[src/rtl/seven_seg_scan_ctrl.sv]
// Time-multiplexed scan controller for a shared 7-segment decoder: blanking gaps between
// digits, leading-zero suppression, and display updates deferred to frame boundaries.
module seven_seg_scan_ctrl #(
  parameter int NUM_DIGITS   = 4,
  parameter int REFRESH_CNT  = 25000,
  parameter int BLANK_CYCLES = 250
) (
  input  logic                      i_Clk,
  input  logic                      i_Reset,
  input  logic                      i_Load,
  input  logic [4*NUM_DIGITS-1:0]   i_Value,
  input  logic                      i_Lz_En,
  output logic [3:0]                o_Binary,
  output logic [NUM_DIGITS-1:0]     o_Digit_En,
  output logic                      o_Frame_Done,
  output logic                      o_Pending,
  output logic                      o_Dbg_State
);

  localparam int CNT_MAX = (REFRESH_CNT > BLANK_CYCLES) ? REFRESH_CNT : BLANK_CYCLES;
  localparam int CNT_W   = $clog2(CNT_MAX + 1);
  localparam int IDX_W   = $clog2(NUM_DIGITS);
  localparam int VAL_W   = 4 * NUM_DIGITS;

  typedef enum logic {
    BLANK = 1'b0,
    SHOW  = 1'b1
  } state_t;

  state_t                  state;
  logic [CNT_W-1:0]        cnt;
  logic [IDX_W-1:0]        idx;
  logic [VAL_W-1:0]        shadow;
  logic [VAL_W-1:0]        active;

  logic                    last_blank;
  logic                    last_show;
  logic                    boundary;
  logic [IDX_W-1:0]        next_idx;
  logic [VAL_W-1:0]        next_active;
  logic [3:0]              next_digit;
  logic [NUM_DIGITS-1:0]   lz_mask;
  logic [NUM_DIGITS-1:0]   onehot_idx;
  logic                    zero_above;

  assign o_Dbg_State = (state == SHOW);

  // i_Load is a fire-and-forget strobe with no back-pressure: every asserted cycle is
  // captured, and a later strobe simply replaces an earlier one not yet displayed.
  assign last_blank = (cnt == CNT_W'(BLANK_CYCLES - 1));
  assign last_show  = (cnt == CNT_W'(REFRESH_CNT - 1));
  assign boundary   = (state == SHOW) && last_show && (idx == IDX_W'(NUM_DIGITS - 1));
  assign next_idx   = boundary ? '0 : idx + IDX_W'(1);
  assign onehot_idx = NUM_DIGITS'(1) << idx;

  // A load coinciding with the boundary bypasses the shadow so it shows this frame.
  always_comb begin
    next_active = active;
    if (boundary) begin
      if (i_Load)
        next_active = i_Value;
      else if (o_Pending)
        next_active = shadow;
    end
  end

  always_comb begin
    next_digit = 4'd0;
    for (int k = 0; k < NUM_DIGITS; k++) begin
      if (next_idx == IDX_W'(k))
        next_digit = next_active[4*k +: 4];
    end
  end

  // Digit 0 is never masked so an all-zero value still shows a single 0.
  always_comb begin
    lz_mask    = '0;
    zero_above = 1'b1;
    for (int k = NUM_DIGITS - 1; k >= 1; k--) begin
      zero_above = zero_above & (active[4*k +: 4] == 4'd0);
      lz_mask[k] = i_Lz_En & zero_above;
    end
  end

  always_ff @(posedge i_Clk or posedge i_Reset) begin
    if (i_Reset) begin
      state        <= BLANK;
      cnt          <= '0;
      idx          <= '0;
      shadow       <= '0;
      active       <= '0;
      o_Pending    <= 1'b0;
      o_Binary     <= 4'd0;
      o_Digit_En   <= '0;
      o_Frame_Done <= 1'b0;
    end else begin
      o_Frame_Done <= 1'b0;
      if (i_Load && !boundary) begin
        shadow    <= i_Value;
        o_Pending <= 1'b1;
      end
      case (state)
        BLANK: begin
          if (last_blank) begin
            state      <= SHOW;
            cnt        <= '0;
            o_Digit_En <= onehot_idx & ~lz_mask;
          end else begin
            cnt <= cnt + CNT_W'(1);
          end
        end
        SHOW: begin
          if (last_show) begin
            state      <= BLANK;
            cnt        <= '0;
            o_Digit_En <= '0;
            idx        <= next_idx;
            o_Binary   <= next_digit;
            if (boundary) begin
              o_Frame_Done <= 1'b1;
              active       <= next_active;
              o_Pending    <= 1'b0;
              if (i_Load)
                shadow <= i_Value;
            end
          end else begin
            cnt <= cnt + CNT_W'(1);
          end
        end
        default: begin
          state <= BLANK;
          cnt   <= '0;
        end
      endcase
    end
  end

endmodule

[config.mk]
export PLATFORM = sky130hd
export DESIGN_NAME = seven_seg_scan_ctrl
export DESIGN_NICKNAME = d
export VERILOG_FILES = /design/src/rtl/seven_seg_scan_ctrl.sv
export SDC_FILE = /design/constraint.sdc
export NUM_CORES = 1
export LEC_CHECK = 0
export ABC_AREA = 1
export CAP_MARGIN = 20
export CORE_MARGIN = 1
export CORE_UTILIZATION = 41
export CTS_CLUSTER_DIAMETER = 60
export DETAILED_ROUTE_END_ITERATION = 6
export PLACE_DENSITY = 0.66
export SYNTH_ARGS = -nofsm -noshare
export SYNTH_HDL_FRONTEND = slang
export SYNTH_SLANG_ARGS = --single-unit
[constraint.sdc]
create_clock -name i_Clk -period 4.34 [get_ports i_Clk]
set_input_delay 0.868 -clock i_Clk [delete_from_list [all_inputs] [get_ports i_Clk]]
set_output_delay 0.868 -clock i_Clk [all_outputs]
set_load 0.005 [all_outputs]
==> out/metrics.cfg <==
[outcome]
status=complete, no violations

[critical_path]
arrival_ps=1790
cp_slowest_cell=dfrtp_1
crit_path_start_kind=flip-flop
crit_family=flip-flops
critPathBufInv=1
cp_cell_sequence=clkdlybuf4s50_1
worstSetupPathType=reg2out
crit_fanout=19
end_kind=primary output
cp.required_ps=3470
max_stage_delay_ps=820

[layout]
diodes=0
num-nets-final=513
drive_gt1_frac=0.0861
area_growth_pct=17.7
fin_cells=590

[sta]
setup_viol_count_final=0
worstMarginPinSlew_ps=744
hold_viol_final=0
period_share=0.613
maxSlewViolCount=0
grt_setup_unrepaired=no
tns_ps=0
finClkSkew_ps=7.80
max_freq_ghz=0.376
fin_crit_ps=2660
slew_headroom=0.503

[route]
drt_wl_total_mm=7.61
drc_errors=0
viasPerCell=4.99
drtPass1Iterations=4
num_vias=2943
postRouteAntennaNets=0
first_iter_violations=130
wl_per_cell_um=12.9

[clock_network]
clock_latency_ps=340
cts_buffer_depth=2
cts_resized=0
cts_root_buffer=clkbuf_8
cts_max_level=3
clock-sinks=60
cts_buffers=9
postCtsSetupBuffers=0
cts_tree=built
cts_hold_buf=0
cts.clk_slew.worst_paths_ps=70

[synth]
synth_edf_count=0
yosys-top-cells-area=dfrtp_1, nand2_1, inv_1
yosys_warnings=0
avgSynthCellArea_sq_um=7.50
ys_ff_latch=60
yosysMostFrequentCell=nand2_1
syn-cell-area_sq_um=3390
syn_nets=482
synth_ff_type=dfrtp_1
synthTopCellsByCount=nand2_1, inv_1, dfrtp_1, nor2_1, nand3_1
synth_top_area_frac=0.443
yosysTopAreaCell=dfrtp_1
netlist_instances=452
synth_cell_types=36
async_flop_share=1.00
synth_seq_area_share=0.443

[floorplan]
pin_count=31
die-area_sq_um=8630
core_sq_um=7850
die_h_um=92.9
initial_utilization=0.432
rows=32
fp.dieW_um=92.9

[worst_hold_path]
hold_class=reg2reg

[pwr]
power_leakage_uw=0.00213
power_per_cell_area_nw_per_um2=294
irDropWorstVdd_mv=0.150

[place]
io_buffers=30
gp_congestion=0.897
dp_cells=574
dp_hpwl_mm=5.56

[grt]
antenna_found_initial=0
grt_pass1_wl_mm=13.2
track_usage=0.198
overflow=0
grt_pass1_vias=2839
grt_max_degree=36

[flow_run]
drv_cap=0

## logic make-up (layout without fill, tap and decap cells)
kind of cell | after synthesis | in the layout | synth area share
fa+ha+maj | 10 | 10 | 0.0369
xor+xnor | 4 | 4 | 0.0103
simple gates | 261 | 261 | 0.346
compound gates | 40 | 40 | 0.0753
buf+inv | 77 | 113 | 0.0883
flops | 60 | 60 | 0.443
## final timing paths
check | endpoint | cells past startpoint | from | slack, ps
max in group asynchronous | active[5]$_DFFE_PP0P_ | 3 | i_Reset | 2680
max | o_Dbg_State | 1 | o_Dbg_State$_DFF_PP0_ | 1680
min | flip-flop | 2 | flip-flop | 470
max reg2reg | o_Digit_En[3]$_DFFE_PP0P_ | 9 | cnt[0]$_DFF_PP0_ | 2080
min reg2reg | flip-flop | 2 | flip-flop | 470
min in group asynchronous | cnt[0]$_DFF_PP0_ | 2 | i_Reset | 980
## routing by layer
metal,track usage,share of wire,up-vias
met1,0.279,0.50,1387
met5,0,0,-
met3,0.0345,0.042,9
li1,-,-,1482
met4,0.0923,0.015,0
met2,0.294,0.44,65
## stage by stage
| stage | hold WS [ps] | total power [uW] | setup WS, ps | cell area, sq um | util |
|---|---|---|---|---|---|
| 2_1_floorplan | 442 | 634 | 1990 | 3390 | - |
| 3_3_place_gp | 460 | 666 | 1590 | 3780 | 0.482 |
| 3_5_place_dp | 459 | 666 | 1550 | 3780 | 0.482 |
| 4_1_cts | 477 | 1190 | 1670 | 3990 | 0.508 |
| 5_1_grt | 496 | 1220 | 1570 | 3990 | 0.508 |
| 6_report | 475 | 1170 | 1680 | 3990 | 0.508 |
## layout by cell type (no fill, tap or decap), drive strengths merged
cell           Yosys  final
ha                10     10
o21ai             21     21
a31oi              1      1
dfrtp             60     60
inv               63     63
and3               1      1
o31ai              1      1
or2                3      3
nor3               9      9
nor3b              2      2
and2               8      8
a21oi              5      5
nand4             17     17
clkinv             1      3
nand2            166    166
a21boi             9      9
o2111a             1      1
clkdlybuf4s50      0     30
bufinv             0      1
clkbuf             8     12
clkinvlp           0      1
xor2               4      4
a22o               2      2
nor2              33     33
nand3             21     21
buf                5      3
nor4               1      1
## power breakdown
| part | switching, uW | leakage [uW] | total, uW | internal (uW) |
|---|---|---|---|---|
| registers | 5.08 | 0.000743 | 577 | 572 |
| clock network | 223 | 0.000102 | 518 | 295 |
| logic | 43.1 | 0.00128 | 76.8 | 33.7 |
## cell type report
class / instances / area, sq um
clock inverters: 4 / 47.5
multi-input cells: 315 / 1590
repair buffers: 33 / 323
clock buffers: 12 / 155
inverters: 64 / 245
fillers: 793 / 3860
flip-flops and latches: 60 / 1500
well taps: 102 / 128
## worst register-to-register path, delay by kind of cell, from the launching register on
| kind | cells | cell delay (ps) |
|---|---|---|
| AO/OA/AOI/OAI | 1 | 200 |
| adder cells (fa/ha/maj) | 1 | 200 |
| buffers and inverters | 2 | 210 |
| flip-flops | 1 | 410 |
| AND/OR/NAND/NOR | 5 | 1140 |
No activity file was read; power rests on OpenSTA's default activity.
